--- src/rtl/moment_ram_scanner.sv ---
// Moment RAM scanner: sweeps a row-major NX x NY moment RAM either streaming
// every word out over a valid/ready port (read sweep) or writing a constant
// into every word (fill sweep).
module moment_ram_scanner #(
    parameter int unsigned NX            = 16,
    parameter int unsigned NY            = 16,
    parameter int unsigned DEPTH         = NX * NY,
    parameter int unsigned ADDRESS_WIDTH = $clog2(DEPTH),
    parameter int unsigned DATA_WIDTH    = 32
) (
    input  logic                           Clk,
    input  logic                           Reset,
    input  logic                           start,
    input  logic                           clear,
    input  logic signed [DATA_WIDTH-1:0]   fill_value,
    output logic [ADDRESS_WIDTH-1:0]       address,
    output logic                           WE,
    output logic signed [DATA_WIDTH-1:0]   data_in,
    input  logic signed [DATA_WIDTH-1:0]   ram_data_out,
    output logic                           out_valid,
    input  logic                           out_ready,
    output logic signed [DATA_WIDTH-1:0]   out_data,
    output logic [$clog2(NX)-1:0]          out_x,
    output logic [$clog2(NY)-1:0]          out_y,
    output logic                           busy,
    output logic                           done
);

    localparam int unsigned XW = $clog2(NX);
    localparam int unsigned YW = $clog2(NY);

    typedef enum logic [2:0] {
        S_IDLE  = 3'd0,
        S_READ  = 3'd1,
        S_DRAIN = 3'd2,
        S_FILL  = 3'd3,
        S_DONE  = 3'd4
    } state_t;

    state_t            state;
    state_t            next_state;
    logic [XW-1:0]     x;
    logic [YW-1:0]     y;

    logic              last_addr;
    logic              load;
    logic              step;
    logic              restart;
    logic              pop;

    // Fill data is a straight pass-through of the requested value.
    assign data_in   = fill_value;
    assign last_addr = (address == ADDRESS_WIDTH'(DEPTH - 1));

    // State register.
    always_ff @(posedge Clk or posedge Reset) begin
        if (Reset) state <= S_IDLE;
        else       state <= next_state;
    end

    // Next-state decode.
    always_comb begin
        next_state = state;
        case (state)
            S_IDLE:  if (start) next_state = clear ? S_FILL : S_READ;
            S_READ:  if (load && last_addr) next_state = S_DRAIN;
            S_DRAIN: if (out_valid && out_ready) next_state = S_DONE;
            S_FILL:  if (last_addr) next_state = S_DONE;
            S_DONE:  next_state = S_IDLE;
            default: next_state = S_IDLE;
        endcase
    end

    // Per-cycle datapath strobes derived from the current state.
    always_comb begin
        load    = 1'b0;
        step    = 1'b0;
        restart = 1'b0;
        pop     = 1'b0;
        case (state)
            S_IDLE:  restart = start;
            S_READ: begin
                load = !out_valid || out_ready;
                step = load;
            end
            S_DRAIN: pop  = out_valid && out_ready;
            S_FILL:  step = 1'b1;
            default: ;
        endcase
    end

    // Status flags registered from the upcoming state so they align with it.
    always_ff @(posedge Clk or posedge Reset) begin
        if (Reset) begin
            WE   <= 1'b0;
            busy <= 1'b0;
            done <= 1'b0;
        end else begin
            WE   <= (next_state == S_FILL);
            busy <= (next_state != S_IDLE);
            done <= (next_state == S_DONE);
        end
    end

    // Row-major x/y walk with a matching linear address (no divide needed).
    always_ff @(posedge Clk or posedge Reset) begin
        if (Reset) begin
            address <= '0;
            x       <= '0;
            y       <= '0;
        end else if (restart) begin
            address <= '0;
            x       <= '0;
            y       <= '0;
        end else if (step) begin
            address <= last_addr ? '0 : address + ADDRESS_WIDTH'(1);
            if (x == XW'(NX - 1)) begin
                x <= '0;
                y <= (y == YW'(NY - 1)) ? '0 : y + YW'(1);
            end else begin
                x <= x + XW'(1);
            end
        end
    end

    // Output stream register: load on a free slot, clear after the final pop.
    always_ff @(posedge Clk or posedge Reset) begin
        if (Reset) begin
            out_valid <= 1'b0;
            out_data  <= '0;
            out_x     <= '0;
            out_y     <= '0;
        end else if (load) begin
            out_valid <= 1'b1;
            out_data  <= ram_data_out;
            out_x     <= x;
            out_y     <= y;
        end else if (pop) begin
            out_valid <= 1'b0;
        end
    end

endmodule

--- config.mk ---
export PLATFORM = sky130hd
export DESIGN_NAME = moment_ram_scanner
export DESIGN_NICKNAME = d
export VERILOG_FILES = /design/src/rtl/moment_ram_scanner.sv
export SDC_FILE = /design/constraint.sdc
export NUM_CORES = 1
export LEC_CHECK = 0
export ABC_AREA = 1
export BUFFER_PORTS_ARGS = -buffer_cell sky130_fd_sc_hd__buf_2
export CAP_MARGIN = 20
export CORE_UTILIZATION = 26
export CTS_CLUSTER_DIAMETER = 150
export CTS_CLUSTER_SIZE = 16
export DETAILED_ROUTE_END_ITERATION = 16
export HOLD_SLACK_MARGIN = 0.08
export SETUP_SLACK_MARGIN = 0.3
export SYNTH_ARGS = -nofsm -noshare
export SYNTH_HDL_FRONTEND = slang
export SYNTH_SLANG_ARGS = --single-unit
--- constraint.sdc ---
create_clock -name Clk -period 1.7 [get_ports Clk]
set_input_delay 0.255 -clock Clk [delete_from_list [all_inputs] [get_ports Clk]]
set_output_delay 0.255 -clock Clk [all_outputs]
set_load 0.005 [all_outputs]
; After elaboration in Yosys (flattened, before gate mapping)
; Cells that the tools add are included.
[word_totals]
register_bits = 63
latchBits = 0
ramBits = 0
mem_bits_ro = 0
input_bits = 69
out_inout_bits = 84
word_cells = 54
memories = 0
[classes]
add_sub_neg = 3
mul = 0
n_div = 0
magnitude_cmp = 0
n_eq_ne = 8
n_shift = 0
mux = 22
bitwise_logic = 0
reduce_logical = 10
[op_table]
columns = operator, n
row1 = 2-to-1 mux 4 bit, 7
row2 = 2-to-1 mux 8 bit, 3
row3 = 2-to-1 mux 3 bit, 4
row4 = case mux 3 bit (4 select lines), 1
row5 = "equality test 3 x 2 -> 1 bit, second input constant", 3
row6 = "adder 4 x 1 -> 4 bit, second input constant", 2
row7 = "adder 8 x 1 -> 8 bit, second input constant", 1
row8 = "equality test 4 bit, second input constant", 2
row9 = "equality test 8 bit, second input constant", 1
row10 = nonzero test 2 bit, 3
row11 = 2-to-1 mux 1 bit, 5
row12 = "equality test 3 x 1 -> 1 bit, second input constant", 1
row13 = "equality test 3 bit, second input constant", 1
row14 = logical NOT 3 bit, 1
row15 = nonzero test 3 bit, 1
row16 = logical AND 1 bit, 2
row17 = 2-to-1 mux 2 bit, 1
row18 = case mux 1 bit (2 select lines), 1
row19 = AND reduction 2 bit, 1
row20 = logical NOT 1 bit, 1
row21 = logical OR 1 bit, 1

; Depth between registers and ports, before layout
[depth]
ltp_word = 7
ltp_mapped = 9
mapped_depth_nobuf = 8

; Least setup slack after synthesis
; No wires, ideal clock.
[synth_timing]
path_type = register to register
start = register address[0]
end = register busy
setup_time_ps = 128
arrival_ps = 1223
t_required_ps = 1572
path_slack_ps = 349
stages_incl_launch_ff = 9
n_path_buf = 0
synth_period_minus_slack_ps = 1351
cell_sequence = dfrtp_1 -> ha_1 -> nand2_1 -> nor2_1 -> nand2_1 -> nand2_1 -> nand2_1 -> nor2_1 -> nand3_1
[synth_via]
elab_chain_len = 5
elab_cells_between_ends = 6
cone_classes = eq/ne (1) / mux (3) / reduce/logical (2)
[synth_lines]
columns = element, line_no
row1 = from (decl), 16  ; output logic [ADDRESS_WIDTH-1:0] address,
row2 = from (signal assigned), 116  ; address <= last_addr ? '0 : address + ADDRESS_WIDTH'(1);
row3 = equality test 8 bit *, 53  ; assign last_addr = (address == ADDRESS_WIDTH'(DEPTH - 1));
row4 = logical AND 1 bit, 66  ; S_READ: if (load && last_addr) next_state = S_DRAIN;
row5 = 2-to-1 mux 3 bit, 66
row6 = case mux 3 bit (4 select lines) *, 64  ; case (state)
row7 = nonzero test 3 bit *, 100  ; busy <= (next_state != S_IDLE);
row8 = to (signal assigned), 100
row9 = to (decl), 25  ; output logic busy,
; Mark *: on every way between the ends. The rest lies on a longest branch, timed or not.
; A chain may end at the register's enable or synchronous reset.

; Worst setup path in the final report
[layout_timing]
start = register state[0]
end = register busy
[layout_via]
elab_chain_len = 6
elab_cells_between_ends = 12
cone_classes = eq/ne (3) / mux (6) / reduce/logical (3)
[layout_lines]
columns = element, line_no
row1 = from (decl), 40  ; state_t state;
row2 = from (signal assigned), 58  ; else state <= next_state;
row3 = equality test 3 x 1 -> 1 bit, "64, 80"
row4 = 2-to-1 mux 1 bit, 80  ; case (state)
row5 = logical AND 1 bit, 66
row6 = 2-to-1 mux 3 bit, 66
row7 = case mux 3 bit (4 select lines) *, 64
row8 = nonzero test 3 bit *, 100
; Marks and branches as above.

==> out/results.ini <==
[job]
cap_violations=0

[synth]
yosysSeqAreaShare=0.519
synth_seq_cells=63
synth_area_um2=3040
syn_inst=363
syn-num-nets=435
avgSynthCellArea_um2=8.37
ys_warn_count=0
ys_types=20

[clock_network]
clock_latency_ns=0.32
root_buffer=clkbuf_16
cts_tree=yes
clock_sinks=63
cts_buffer_depth=2
clk_pin_slew_ns=0.05
htreeDepth=3
cts_buffers=9

[floorplan]
top_level_ports=153
rows=39
start_util=0.266
core-area_um2=11400
die_y_um=110
dieArea_um2=12100
dieWidth_um=110

[hold_path]
hp-start=ram_data_out[21]
whs_path_depth=3
min_path_type=in2reg

[place]
dp_hpwl_um=4730
gp_congestion=0.825
dp_slack_ns=0.190
post_dp_cell_area_um2=3380
port_buffers=88

[critical_path]
cp-start-kind=flop
critPathCaptureType=flop
reg2reg_depth=8
timing.rr.start=state[0]
crit_start=state[0]
crit_type=reg2reg
cp_max_fo=5
cp.required_ns=1.90
cp.arrival_ns=1.58

[grt]
antenna_found_initial=0
grt.overflow.total=0
grt_start_max_net_pins=64
grt_usage=0.113
grt_pass1_vias=2165
grt_pass1_wl_um=10400

[pwr]
p_comb_frac=0.389
ir_drop_uv=507
internal_power_mw=4.93
power_frac_clock=0.270
swShare=0.353
switchingPower_mw=2.68
leakage_nw=2.20
p_seq_frac=0.341
power.density_nw_per_um2=1910

[sta]
timing.fmax_mhz=725
slew_viol_final=0
tightest_slew_ns=0.335
hold_violations=0
holdWs_ns=0.127
finClkSkew_ns=0.00391
slew_headroom=0.777
setup_tns_ns=0
fin_crit_sh=0.812
rsz0062_at_grt=yes
setup_viol=0
min_period_ns=1.38
fin_ws_ns=0.320

[route]
dr_total_vias=2422
vias_per_cell=4.11
drc=0
wl_um=7040
post_drt_wl_per_cell_um=11.9
dr.pass1.iters=6
antenna_left=0
drtIter0Drc=77

[final_layout]
n_antenna_cell=0
layout-drive-gt1-share=0.339
mostFrequentLayoutCell=nand2_1
design_area_um2=3990
syn_to_final_growth_pct=31.2
nets=513
final_cell_mix=149 x nand2_1, 88 x buf_2, 60 x dfrtp_1

[run_status]
outcome=complete, no violations

[critical path, stage by stage, from the launching register on]
cell and delay, ns:
dfrtp_1 0.45, inv_2 0.15, nor2_4 0.05, nand2_1 0.10, inv_1 0.12, nand2_2 0.12, nand2_1 0.07, nor2_2 0.12
nand3_1 0.08
[per-layer routing]
layer	vias up	wire length (µm)	share of wire	global-route usage
li1	1248	-	-	-
met1	1087	3420	0.49	0.147
met2	77	3180	0.45	0.173
met3	10	376	0.053	0.0406
met4	0	61	0.0087	0.0404
met5	-	0	0	0
[cell type report]
type	instances	area, µm²
clock buffers	12	267
multi-input cells	229	1090
repair buffers	110	683
inverters	28	109
clock inverters	4	76.3
well taps	143	179
fillers	1194	7430
flip-flops and latches	63	1580
[synth_stat cells (all sizes together)]
library cell,n,area (µm²)
a21oi,4,20.0
buf,43,337
dfrtp,63,1580
ha,3,37.5
inv,28,105
nand2,157,602
nand3,14,82.6
nand4,3,18.8
nor2,17,86.3
nor3,5,25.0
o21ai,24,131
xor2,2,17.5
[path summary, 6_finish.rpt]
| kind | endpoint | slack, ns |
|---|---|---|
| worst max-delay path | busy | 0.32 |
| worst min-delay path | out_data[21] | 0.13 |
| worst max register to register | busy | 0.32 |
| worst min register to register | out_data[5] | 0.47 |
| max in group asynchronous | address[6] | 0.84 |
| min in group asynchronous | out_data[7] | 0.58 |
[power groups by stage]
stage | combinational, mW | sequential, mW | clock, mW
6_report | 2.96 | 2.59 | 2.06
5_1_grt | 3.41 | 2.67 | 2.19
4_1_cts | 2.61 | 2.58 | 2.12
3_5_place_dp | 2.47 | 2.61 | 0
3_3_place_gp | 2.43 | 2.58 | 0
2_1_floorplan | 1.62 | 2.62 | 0
[timing repair]
| action | CTS | global route |
|---|---|---|
| hold endpoints to repair | 63 | 0 |
| buffers inserted | 5 | 10 |
| pin swaps | 1 | 9 |
| cloned | 0 | 1 |
| gates resized for setup | 4 | 25 |
| hold buffers | 1 | 0 |
| setup endpoints to repair | 34 | 48 |
[flip-flops by register name, summed over array words and instances, names as in the netlist]
name	count
WE	1
out_data	32
out_y	4
out_valid	1
out_x	4
address	8
done	1
x	4
y	4
state	3
busy	1
[kinds of logic (layout without fill, tap and decap cells)]
family,count (synthesis),in the layout,synth area share
simple gates,196,196,0.268
buf+inv,71,154,0.145
flops,63,63,0.519
compound gates,28,28,0.0498
fa+ha+maj,3,3,0.0124
xor+xnor,2,2,0.00576
[stage by stage]
| step | cells | total power [mW] | utilization |
|---|---|---|---|
| CTS | 578 | 7.30 | 0.332 |
| detailed placement | 556 | 5.08 | 0.296 |
| global route | 589 | 8.26 | 0.349 |
| global placement | 556 | 5.00 | 0.296 |
| floorplan | 363 | 4.24 | - |
| finish | 589 | 7.61 | 0.349 |
Power figures use the tool's default switching activity.
